### src/rtl/uart_tx_arbiter_if.sv
// Handshake bundle between the byte-stream requesters, the arbiter and the UART TX serializer.
// master = arbiter side, slave = requesters/transmitter side.
interface uart_tx_arbiter_if #(
    parameter int NUM_REQ = 4,
    parameter int DATA_W  = 8
);
    localparam int ID_W = $clog2(NUM_REQ);

    logic [NUM_REQ-1:0]        req_valid;
    logic [NUM_REQ*DATA_W-1:0] req_data;
    logic [NUM_REQ-1:0]        req_last;
    logic [NUM_REQ-1:0]        req_ready;
    logic [DATA_W-1:0]         tx_data;
    logic                      tx_start;
    logic                      tx_busy;
    logic [ID_W-1:0]           grant_id;
    logic                      grant_active;

    modport master (
        input  req_valid, req_data, req_last, tx_busy,
        output req_ready, tx_data, tx_start, grant_id, grant_active
    );

    modport slave (
        output req_valid, req_data, req_last, tx_busy,
        input  req_ready, tx_data, tx_start, grant_id, grant_active
    );
endinterface

### src/rtl/uart_tx_arbiter.sv
// Round-robin arbiter sharing one UART transmitter among NUM_REQ byte-stream requesters;
// the grant is held across a multi-byte packet until its last byte has been sent.
module uart_tx_arbiter #(
    parameter int NUM_REQ = 4,
    parameter int DATA_W  = 8
) (
    input  logic              clk,
    input  logic              rst,
    uart_tx_arbiter_if.master bus
);
    localparam int ID_W = $clog2(NUM_REQ);

    typedef enum logic [2:0] {
        IDLE,
        ISSUE,
        WAIT_ACK,
        WAIT_DONE,
        HOLD
    } state_e;

    state_e            state_q;
    logic [ID_W-1:0]   grant_id_q;
    logic [ID_W-1:0]   rr_ptr_q;
    logic [DATA_W-1:0] tx_data_q;
    logic              tx_start_q;
    logic              last_q;
    logic              grant_active_q;

    logic [ID_W-1:0]    winner;
    logic               any_valid;
    logic [ID_W-1:0]    cand_id;
    int unsigned        cand;
    logic [DATA_W-1:0]  sel_data;
    logic               sel_last;
    logic [ID_W-1:0]    rr_next;
    logic [NUM_REQ-1:0] ready;

    // First valid requester at or above rr_ptr, wrapping past NUM_REQ-1 to 0.
    always_comb begin
        winner    = '0;
        any_valid = 1'b0;
        cand      = 0;
        cand_id   = '0;
        for (int unsigned off = 0; off < NUM_REQ; off++) begin
            cand    = (32'(rr_ptr_q) + off) % 32'(NUM_REQ);
            cand_id = ID_W'(cand);
            if (!any_valid && bus.req_valid[cand_id]) begin
                any_valid = 1'b1;
                winner    = cand_id;
            end
        end
    end

    always_comb begin
        sel_data = '0;
        for (int unsigned i = 0; i < NUM_REQ; i++) begin
            if (ID_W'(i) == grant_id_q) begin
                sel_data = bus.req_data[i*DATA_W +: DATA_W];
            end
        end
    end

    assign sel_last = bus.req_last[grant_id_q];
    assign rr_next  = (grant_id_q == ID_W'(NUM_REQ - 1)) ? '0 : grant_id_q + 1'b1;

    always_comb begin
        ready = '0;
        if (state_q == ISSUE) begin
            ready[grant_id_q] = 1'b1;
        end
    end

    always_ff @(posedge clk) begin
        if (rst) begin
            state_q        <= IDLE;
            grant_id_q     <= '0;
            rr_ptr_q       <= '0;
            tx_data_q      <= '0;
            tx_start_q     <= 1'b0;
            last_q         <= 1'b0;
            grant_active_q <= 1'b0;
        end else begin
            tx_start_q <= 1'b0;
            case (state_q)
                IDLE: begin
                    if (any_valid) begin
                        grant_id_q     <= winner;
                        grant_active_q <= 1'b1;
                        state_q        <= ISSUE;
                    end
                end
                ISSUE: begin
                    tx_data_q  <= sel_data;
                    last_q     <= sel_last;
                    tx_start_q <= 1'b1;
                    state_q    <= WAIT_ACK;
                end
                WAIT_ACK: begin
                    if (bus.tx_busy) begin
                        state_q <= WAIT_DONE;
                    end
                end
                WAIT_DONE: begin
                    if (!bus.tx_busy) begin
                        if (last_q) begin
                            rr_ptr_q       <= rr_next;
                            grant_active_q <= 1'b0;
                            state_q        <= IDLE;
                        end else begin
                            state_q <= HOLD;
                        end
                    end
                end
                HOLD: begin
                    // Packet lock: only the owner can move us back to ISSUE.
                    if (bus.req_valid[grant_id_q]) begin
                        state_q <= ISSUE;
                    end
                end
                default: state_q <= IDLE;
            endcase
        end
    end

    assign bus.req_ready    = ready;
    assign bus.tx_data      = tx_data_q;
    assign bus.tx_start     = tx_start_q;
    assign bus.grant_id     = grant_id_q;
    assign bus.grant_active = grant_active_q;
endmodule
### src/flat_wrapper.sv
// flat-port wrapper written by rule: the top's interface ports become plain ports
module uart_tx_arbiter_flat 
#(
    parameter int NUM_REQ = 4,
    parameter int DATA_W  = 8
)
  (clk, rst, bus_req_valid, bus_req_data, bus_req_last, bus_tx_busy, bus_req_ready, bus_tx_data, bus_tx_start, bus_grant_id, bus_grant_active);
  uart_tx_arbiter_if #(.NUM_REQ(NUM_REQ), .DATA_W(DATA_W)) bus_i ();
  input  logic clk;
  input  logic rst;
  input wire logic [$bits(bus_i.req_valid)-1:0] bus_req_valid;
  input wire logic [$bits(bus_i.req_data)-1:0] bus_req_data;
  input wire logic [$bits(bus_i.req_last)-1:0] bus_req_last;
  input wire logic [$bits(bus_i.tx_busy)-1:0] bus_tx_busy;
  output wire logic [$bits(bus_i.req_ready)-1:0] bus_req_ready;
  output wire logic [$bits(bus_i.tx_data)-1:0] bus_tx_data;
  output wire logic [$bits(bus_i.tx_start)-1:0] bus_tx_start;
  output wire logic [$bits(bus_i.grant_id)-1:0] bus_grant_id;
  output wire logic [$bits(bus_i.grant_active)-1:0] bus_grant_active;
  assign bus_i.req_valid = bus_req_valid;
  assign bus_i.req_data = bus_req_data;
  assign bus_i.req_last = bus_req_last;
  assign bus_i.tx_busy = bus_tx_busy;
  assign bus_req_ready = bus_i.req_ready;
  assign bus_tx_data = bus_i.tx_data;
  assign bus_tx_start = bus_i.tx_start;
  assign bus_grant_id = bus_i.grant_id;
  assign bus_grant_active = bus_i.grant_active;
  uart_tx_arbiter #(.NUM_REQ(NUM_REQ), .DATA_W(DATA_W)) u_core (.clk(clk), .rst(rst), .bus(bus_i));
endmodule
### config.mk
export PLATFORM = sky130hd
export DESIGN_NAME = uart_tx_arbiter_flat
export DESIGN_NICKNAME = d
export VERILOG_FILES = /design/src/rtl/uart_tx_arbiter_if.sv /design/src/rtl/uart_tx_arbiter.sv /design/src/flat_wrapper.sv
export SDC_FILE = /design/constraint.sdc
export NUM_CORES = 1
export LEC_CHECK = 0
export ABC_AREA = 1
export BUFFER_PORTS_ARGS = -buffer_cell sky130_fd_sc_hd__buf_2
export CAP_MARGIN = 10
export CORE_MARGIN = 2
export CORE_UTILIZATION = 51
export CTS_CLUSTER_DIAMETER = 100
export DETAILED_ROUTE_END_ITERATION = 16
export GPL_TIMING_DRIVEN = 0
export PLACE_DENSITY = 0.85
export RECOVER_POWER = 50
export SLEW_MARGIN = 10
export SYNTH_ARGS = -nofsm -noshare
export SYNTH_HDL_FRONTEND = slang
export SYNTH_SLANG_ARGS = --single-unit
### constraint.sdc
create_clock -name clk -period 3.8 [get_ports clk]
set_clock_uncertainty 0.1 [all_clocks]
set_input_delay 0.19 -clock clk [delete_from_list [all_inputs] [get_ports clk]]
set_output_delay 0.19 -clock clk [all_outputs]
set_load 0.005 [all_outputs]
==> impl_metrics.yaml, run 1 <==
outcome:
  status: "complete, no violations"
critical_path:
  worstSetupPathType: "register to primary output"
  startpoint_type: "register"
  cp_max_fo: 10
  reg2reg_depth: 6
  crit_path_start: "u_core.state_q[0]$_SDFFE_PP0P_"
  r2r_setup_slack_ps: 1600
  cp-end-kind: "primary output"
  r2r-start: "u_core.state_q[0]$_SDFFE_PP0P_"
  worstPathRequired_ps: 3510
  r2r-end: "u_core.bus.tx_data[7]$_SDFFE_PP0N_"
  critPathArrivalTime_ps: 2300
floorplanning:
  core_um2: 2480
  ios: 59
  fp.dieH_um: 55.1
  fp-row-count: 18
  dieArea_um2: 3030
  dieWidth_um: 55.1
  start_util: 0.537
yosys:
  synth_nets: 254
  netlist_area_um2: 1330
  ys.flop_type: "dfxtp_1"
  yosysUniqueCellTypes: 30
  synth_top_area_frac: 0.271
  synth_area_per_cell_um2: 6.43
  yosys-top-cells-area: "dfxtp_1 27%, nand2_1 14%, a21oi_1 5.6%"
  synth_edf_count: 0
  ys_ff_latch: 18
  syn_inst: 207
  synth_most_common_cell: "nand2_1"
  yosysSeqAreaShare: 0.271
  ys_warn_count: 0
  async_flop_share: 0
  yosys.area.top_type: "dfxtp_1"
  netlist_top_cells_count: "50 x nand2_1, 19 x inv_1, 18 x dfxtp_1"
routing:
  vias_per_cell: 5.21
  vias: 1553
  firstDrtPassIters: 4
  wire_per_inst_um: 11.3
  drt_iter0_drc: 24
  ant_nets: 0
  wirelength_um: 3370
  drc: 0
power:
  ir_drop_mv: 0.480
  p_comb_frac: 0.547
  p_leak_uw: 0.000825
  p_int_uw: 515
  power_density_nw_per_um2: 572
  power_switching_uw: 433
  p_clk_frac: 0.128
  p_sw_frac: 0.457
  pwr-share-seq: 0.325
sta:
  final.setup.worst_slack_ps: 1210
  fin_tns_setup_ps: 0
  fmax_ghz: 0.386
  min_period_ps: 2590
  fin_crit_sh: 0.682
  tightest_slew_ps: 890
  finalSetupViolations: 0
  finalHoldViolCount: 0
  slew_viol_final: 0
  rsz0062_at_grt: "false"
  slew_headroom: 0.402
min_path:
  min_path_cells: 3
  min_from: "bus_req_data[17]"
  hp-class: "input port to register"
  holdPathEnd: "u_core.bus.tx_data[1]$_SDFFE_PP0N_"
cells_and_area:
  nFillCells: 254
  area_delta_synth_final_pct: 24.5
  drive_gt1_frac: 0.265
  diodes: 0
  nNetsFinal: 316
clocking:
  cts_sinks: 18
  clockRootBuffer: "clkbuf_4"
  cts_setup_buffers: 0
  postCtsHoldBufs: 0
  clk_latency_ps: 300
  ctsResizeCount: 0
  clk_path_buf_depth: 2
  h-tree-depth: 1
  clk_pin_slew_ps: 110
  cts_made_buffers: 3
  cts_tree: "built"
placed_design:
  io_buffers: 57
  gp_congestion: 0.841
  pre_cts_slack_ps: 1760
  place_hpwl_um: 2710
global_route:
  grt_pass1_vias: 1333
  track_usage: 0.238
  grt_overflow: 0
  antenna_found_initial: 0
  grt_pass1_wl_um: 5370
  grt_start_max_net_pins: 12
job:
  maxCapViolations: 0
power groups by stage:
stage          Sequential (µW)  Clock [µW]  Combinational [µW]
5_1_grt                    316         125                 604
3_3_place_gp               311           0                 528
3_5_place_dp               312           0                 536
4_1_cts                    308         121                 540
6_report                   309         121                 518
2_1_floorplan              307           0                 379
metrics by stage:
step                power, µW  hold slack (ps)  std cells  cell area [µm²]   util
global placement          838              345        294             1650  0.668
global route             1040             55.5        298             1660  0.669
floorplan                 687              246        207             1330      -
finish                    948             42.1        298             1660  0.669
detailed placement        848              356        294             1650  0.668
CTS                       969             34.1        298             1690  0.682
routing by layer:
metal / up-vias / routed length (µm) / part of all wire / global-route usage
met5: - / 0 / 0 / 0
met4: 0 / 28 / 0.0083 / 0.0366
met3: 4 / 231 / 0.069 / 0.0538
met2: 69 / 1640 / 0.49 / 0.433
met1: 662 / 1470 / 0.44 / 0.291
li1: 818 / - / - / -
cells by family after synthesis:
family / share of synthesized area
simple gates: 0.360
compound gates: 0.226
buf+inv: 0.106
flops: 0.271
fa+ha+maj: 0.0376
final cells by class:
type	instances	area [µm²]	share of cell area
multi-input combinational	154	812	0.490
sequential	18	360	0.217
timing repair buffer	57	270	0.163
inverter	28	108	0.0649
tap	30	37.5	0.0226
clock buffer	4	36.3	0.0219
buffer	7	33.8	0.0204
critical path, cell delays in order, from the launching register on:
cell	delay, ps
dfxtp_1	420
inv_2	80
nor3_1	690
clkinv_1	250
clkbuf_1	290
nor2_1	140
buf_2	120
cell usage in the layout, fill, tap and decap left out, drive strengths merged:
cell type	synthesis	routed
o221ai	4	4
a21oi	15	15
o211ai	8	8
a31oi	6	6
nor3	3	3
clkbuf	6	22
or2	1	1
o21a	1	1
o22ai	2	2
o21ai	13	13
buf	1	46
nand3b	1	1
ha	4	4
clkinv	2	3
dfxtp	18	18
a211oi	1	1
nand2	59	59
nand3	15	15
nor2	17	17
inv	26	25
nand4	4	4
worst max path at each step:
stage,to,slack [ps],depth (start not counted)
after floorplan,u_core.bus.tx_data[5]$_SDFFE_PP0N_,2080,7
after CTS,bus_req_ready[2],1530,6
after detailed placement,u_core.bus.tx_data[5]$_SDFFE_PP0N_,1760,7
after global routing,bus_req_ready[0],970,6
final,bus_req_ready[0],1210,6
after global placement,u_core.bus.tx_data[5]$_SDFFE_PP0N_,1760,7
sequential cells by signal, summed over array words and instances, names as in the netlist:
| register | cells |
|---|---|
| u_core.state_q | 3 |
| u_core.bus.grant_active | 1 |
| u_core.rr_ptr_q | 2 |
| u_core.bus.tx_start | 1 |
| u_core.bus.grant_id | 2 |
| u_core.last_q | 1 |
| u_core.bus.tx_data | 8 |
Note: power is estimated with default switching activity, not from simulation.
==> run 2: changes to the inputs <==
Settings changed: ABC_AREA 1 to 0, CORE_UTILIZATION 51 to 47, PLACE_DENSITY 0.85 to 0.8.
Clock period 3.8 ns to 2.6 ns, I/O delays scaled along.
==> impl_metrics.yaml, run 2 <==
yosys:
  synth_area_per_cell_um2: 8.77
  ys_ff_latch: 18
  netlist_area_um2: 1300
  yosysUniqueCellTypes: 39
  netlist_top_cells_count: "18 x dfxtp_1, 13 x a21oi_1, 12 x inv_1"
  synth_most_common_cell: "dfxtp_1"
  yosysSeqAreaShare: 0.278
  yosys-top-cells-area: "dfxtp_1 28%, a311oi_2 9.3%, a221o_1 6.2%"
  ys.flop_type: "dfxtp_1"
  ys_warn_count: 0
  async_flop_share: 0
  synth_edf_count: 0
  synth_nets: 195
  yosys.area.top_type: "dfxtp_1"
  synth_top_area_frac: 0.278
  syn_inst: 148
routing:
  ant_nets: 0
  firstDrtPassIters: 4
  drc: 0
  wirelength_um: 3190
  vias: 1328
  drt_iter0_drc: 55
  wire_per_inst_um: 13.2
  vias_per_cell: 5.49
clocking:
  cts_sinks: 18
  clk_pin_slew_ps: 100
  clk_latency_ps: 310
  ctsResizeCount: 0
  cts_made_buffers: 3
  cts_setup_buffers: 0
  postCtsHoldBufs: 1
  cts_tree: "built"
  clockRootBuffer: "clkbuf_4"
  h-tree-depth: 1
  clk_path_buf_depth: 2
power:
  ir_drop_mv: 0.324
  power_uw: 852
  power_density_nw_per_um2: 513
  p_leak_uw: 0.000730
floorplanning:
  dieWidth_um: 56.5
  ios: 59
  core_um2: 2690
  fp-row-count: 19
  fp.dieH_um: 56.5
  start_util: 0.483
  dieArea_um2: 3200
cells_and_area:
  area_delta_synth_final_pct: 28.1
  diodes: 0
  final_common_cell: "buf_2"
  final_cell_mix: "59 x buf_2, 18 x dfxtp_1, 13 x a21oi_1"
  regArea_um2: 360
  nFillCells: 265
  nNetsFinal: 259
  drive_gt1_frac: 0.379
  largest_register_ffs: 8
  multi_input_area_um2: 801
  fin_util: 0.619
  design_area_um2: 1660
sta:
  fin_tns_setup_ps: 0
  fmax_ghz: 0.458
  hold_slack_ps: 1.79
  fin_crit_sh: 0.839
  slew_viol_final: 0
  tightest_slew_ps: 503
  rsz0062_at_grt: "false"
  min_period_ps: 2180
  finalHoldViolCount: 0
  slew_headroom: 0.665
  finalSetupViolations: 0
critical_path:
  cp-end-kind: "primary output"
  worstPathRequired_ps: 2370
  critPathBufInv: 3
  cp_max_fo: 10
  slowest_delay_ps: 570
  cp_top_family: "buffers and inverters"
  crit_path_top_delay_cell: "dfxtp_1"
  startpoint_type: "register"
  critPathArrivalTime_ps: 1950
  critical_path.most_common_cell: "buf_2"
  path_cells: "ha_1, buf_2, clkbuf_1, and2_1, buf_2"
  worstSetupPathType: "register to primary output"
placed_design:
  io_buffers: 58
  placed_area_um2: 1630
  place_hpwl_um: 2440
  gp_congestion: 0.840
global_route:
  grt_pass1_vias: 1255
  grt_start_max_net_pins: 11
  antenna_found_initial: 0
  track_usage: 0.208
  grt_pass1_wl_um: 5320
  grt_overflow: 0
job:
  maxCapViolations: 0
outcome:
  status: "complete, no violations"
min_path:
  hp-class: "input port to register"
[run 2: logic make-up after synthesis]
family | after synthesis | synth area share
DFF | 18 | 0.278
and+or+nand+nor | 53 | 0.247
AOI/OAI and AO/OA | 43 | 0.287
muxes | 5 | 0.0482
buffers and inverters | 25 | 0.101
adders and majority gates | 4 | 0.0386
[run 2: path summary, 6_finish.rpt]
| check | end | cells after the start | startpoint | slack (ps) |
|---|---|---|---|---|
| worst max-delay path | bus_req_ready[3] | 5 | u_core.bus.grant_id[0]$_SDFFE_PP0P_ | 420 |
| worst min-delay path | u_core.bus.grant_id[0]$_SDFFE_PP0P_ | 3 | rst | 2 |
| worst max register to register | u_core.bus.tx_data[1]$_SDFFE_PP0N_ | 6 | u_core.bus.grant_id[0]$_SDFFE_PP0P_ | 550 |
| worst min register to register | u_core.bus.grant_active$_SDFFE_PP0P_ | 2 | u_core.bus.grant_active$_SDFFE_PP0P_ | 380 |
[run 2: worst min-delay path, delay by kind of cell]
family                 cells  cell delay [ps]
buffers and inverters      1               80
AO/OA/AOI/OAI              2              150
[run 2: per-stage QoR]
stage / setup WS (ps) / cells
2_1_floorplan: 765 / 148
3_3_place_gp: 598 / 237
3_5_place_dp: 580 / 237
4_1_cts: 416 / 242
5_1_grt: 272 / 242
6_report: 417 / 242
[run 2: layout make-up]
cell class | count | area share
Multi-Input combinational cell | 105 | 0.482
Tap cell | 31 | 0.0233
Inverter | 12 | 0.0271
Buffer | 13 | 0.0489
Clock buffer | 4 | 0.0218
Sequential cell | 18 | 0.217
Timing Repair Buffer | 59 | 0.180
[run 2: report_power, final]
group	leakage [µW]	switching (µW)	total (µW)	internal (µW)
clock network	0.0000210	91.6	177	85.6
logic	0.000561	171	337	166
registers	0.000148	24.5	338	313
total	0.000730	287	852	565
[run 2: layer usage]
layer | track usage | part of all wire | vias up
met5 | 0 | 0 | -
li1 | - | - | 678
met1 | 0.261 | 0.43 | 592
met2 | 0.367 | 0.48 | 53
met4 | 0.0816 | 0.017 | 0
met3 | 0.0161 | 0.065 | 5
==> run 3: changes to the inputs <==
Settings changed: ABC_AREA 0 to 1.
Clock period 2.6 ns to 2.2 ns, I/O delays scaled along.
==> impl_metrics.yaml, run 3 (same netlist as run 1, synthesis figures left out) <==
clocking:
  cts_setup_buffers: 0
  cts_made_buffers: 3
  h-tree-depth: 1
  cts_sinks: 18
  clk_latency_ps: 290
  clk_path_buf_depth: 2
  clk_pin_slew_ps: 110
  cts_tree: "built"
  clockRootBuffer: "clkbuf_4"
routing:
  wl_met2_um: 1690
  drt_iter0_drc: 75
  wire_per_inst_um: 11.7
  ant_nets: 0
  route.met3.wl_um: 189
  drc: 0
  vias: 1579
  wl_met1_um: 1620
  routed.top_layer: "met4"
  wirelength_um: 3540
  firstDrtPassIters: 4
  vias_per_cell: 5.21
placed_design:
  pre_cts_slack_ps: 104
  placed_area_um2: 1660
  io_buffers: 57
  place_hpwl_um: 2790
  gp_congestion: 0.804
global_route:
  antenna_found_initial: 0
  track_usage: 0.238
  grt_pass1_vias: 1499
  grt_start_max_net_pins: 12
  grt_overflow: 0
  grt_pass1_wl_um: 6250
sta:
  slew_headroom: 0.691
  fin_tns_setup_ps: 0
  final.setup.worst_slack_ps: 282
  fin_crit_sh: 0.872
  slew_viol_final: 0
  rsz0062_at_grt: "false"
  tightest_slew_ps: 463
  hold_slack_ps: 12.8
  fmax_ghz: 0.521
  finalHoldViolCount: 0
  finalSetupViolations: 0
  min_period_ps: 1920
cells_and_area:
  final_common_cell: "buf_2"
  drive_gt1_frac: 0.294
  nNetsFinal: 321
  diodes: 0
  final_cell_mix: "53 x buf_2, 50 x nand2_1, 19 x inv_1"
  design_area_um2: 1720
  area_delta_synth_final_pct: 29.4
  largest_register_ffs: 8
floorplanning:
  fp-row-count: 19
  start_util: 0.487
  dieArea_um2: 3270
  fp.dieH_um: 57.2
  dieWidth_um: 57.2
  core_um2: 2730
  ios: 59
power:
  power_uw: 1630
  ir_drop_mv: 0.630
  p_leak_uw: 0.000878
  power_density_nw_per_um2: 945
critical_path:
  startpoint_type: "register"
  worstPathRequired_ps: 1990
  cp-end-kind: "primary output"
  worstSetupPathType: "register to primary output"
  cp_max_fo: 11
  critPathArrivalTime_ps: 1710
min_path:
  hp-class: "input port to register"
job:
  maxCapViolations: 0
outcome:
  status: "complete, no violations"
-- run 3: area by class of cell --
type	count	area, µm²
fillers	262	1010
multi-input cells	154	816
flip-flops and latches	18	362
repair buffers	64	350
inverters	28	108
well taps	31	38.8
plain buffers	5	26.3
clock buffers	3	22.5
-- run 3: worst paths after layout --
| path | startpoint | endpoint | slack (ps) | depth (start not counted) |
|---|---|---|---|---|
| hold / removal | bus_req_data[23] | u_core.bus.tx_data[7]$_SDFFE_PP0N_ | 10 | 3 |
| setup / recovery | u_core.bus.grant_id[0]$_SDFFE_PP0P_ | bus_req_ready[2] | 280 | 5 |
| setup reg to reg | u_core.rr_ptr_q[0]$_SDFFE_PP0P_ | u_core.state_q[1]$_SDFFE_PP0P_ | 350 | 11 |
| hold reg to reg | u_core.bus.grant_active$_SDFFE_PP0P_ | u_core.bus.grant_active$_SDFFE_PP0P_ | 370 | 2 |
-- run 3: critical path, stage by stage (launching register included) --
cell and delay, ps:
dfxtp_2 460, inv_1 130, ha_1 320, inv_1 280
nor2_1 80, buf_2 140
-- run 3: routing by layer --
layer	track usage	vias to the layer above
met5	0	-
met1	0.310	693
met4	0.0831	0
met3	0.0295	4
met2	0.404	51
li1	-	831
-- run 3: metrics by stage --
step,cells,util
CTS,305,0.640
floorplan,207,-
global route,303,0.630
global placement,295,0.605
detailed placement,295,0.605
finish,303,0.630
-- run 3: what timing repair did --
item | 4_1_cts | 5_1_grt
setup endpoints to repair | 1 | 2
hold buffers | 7 | 0
endpoints found under the hold margin | 7 | 0
resized for setup | 1 | 0
-- run 3: power breakdown --
group | total [µW] | leakage, µW | switching, µW | internal [µW]
sequential | 538 | 0.000148 | 102 | 436
combinational | 924 | 0.000715 | 549 | 375
clock | 165 | 0.0000138 | 101 | 63.6
total | 1630 | 0.000878 | 752 | 875
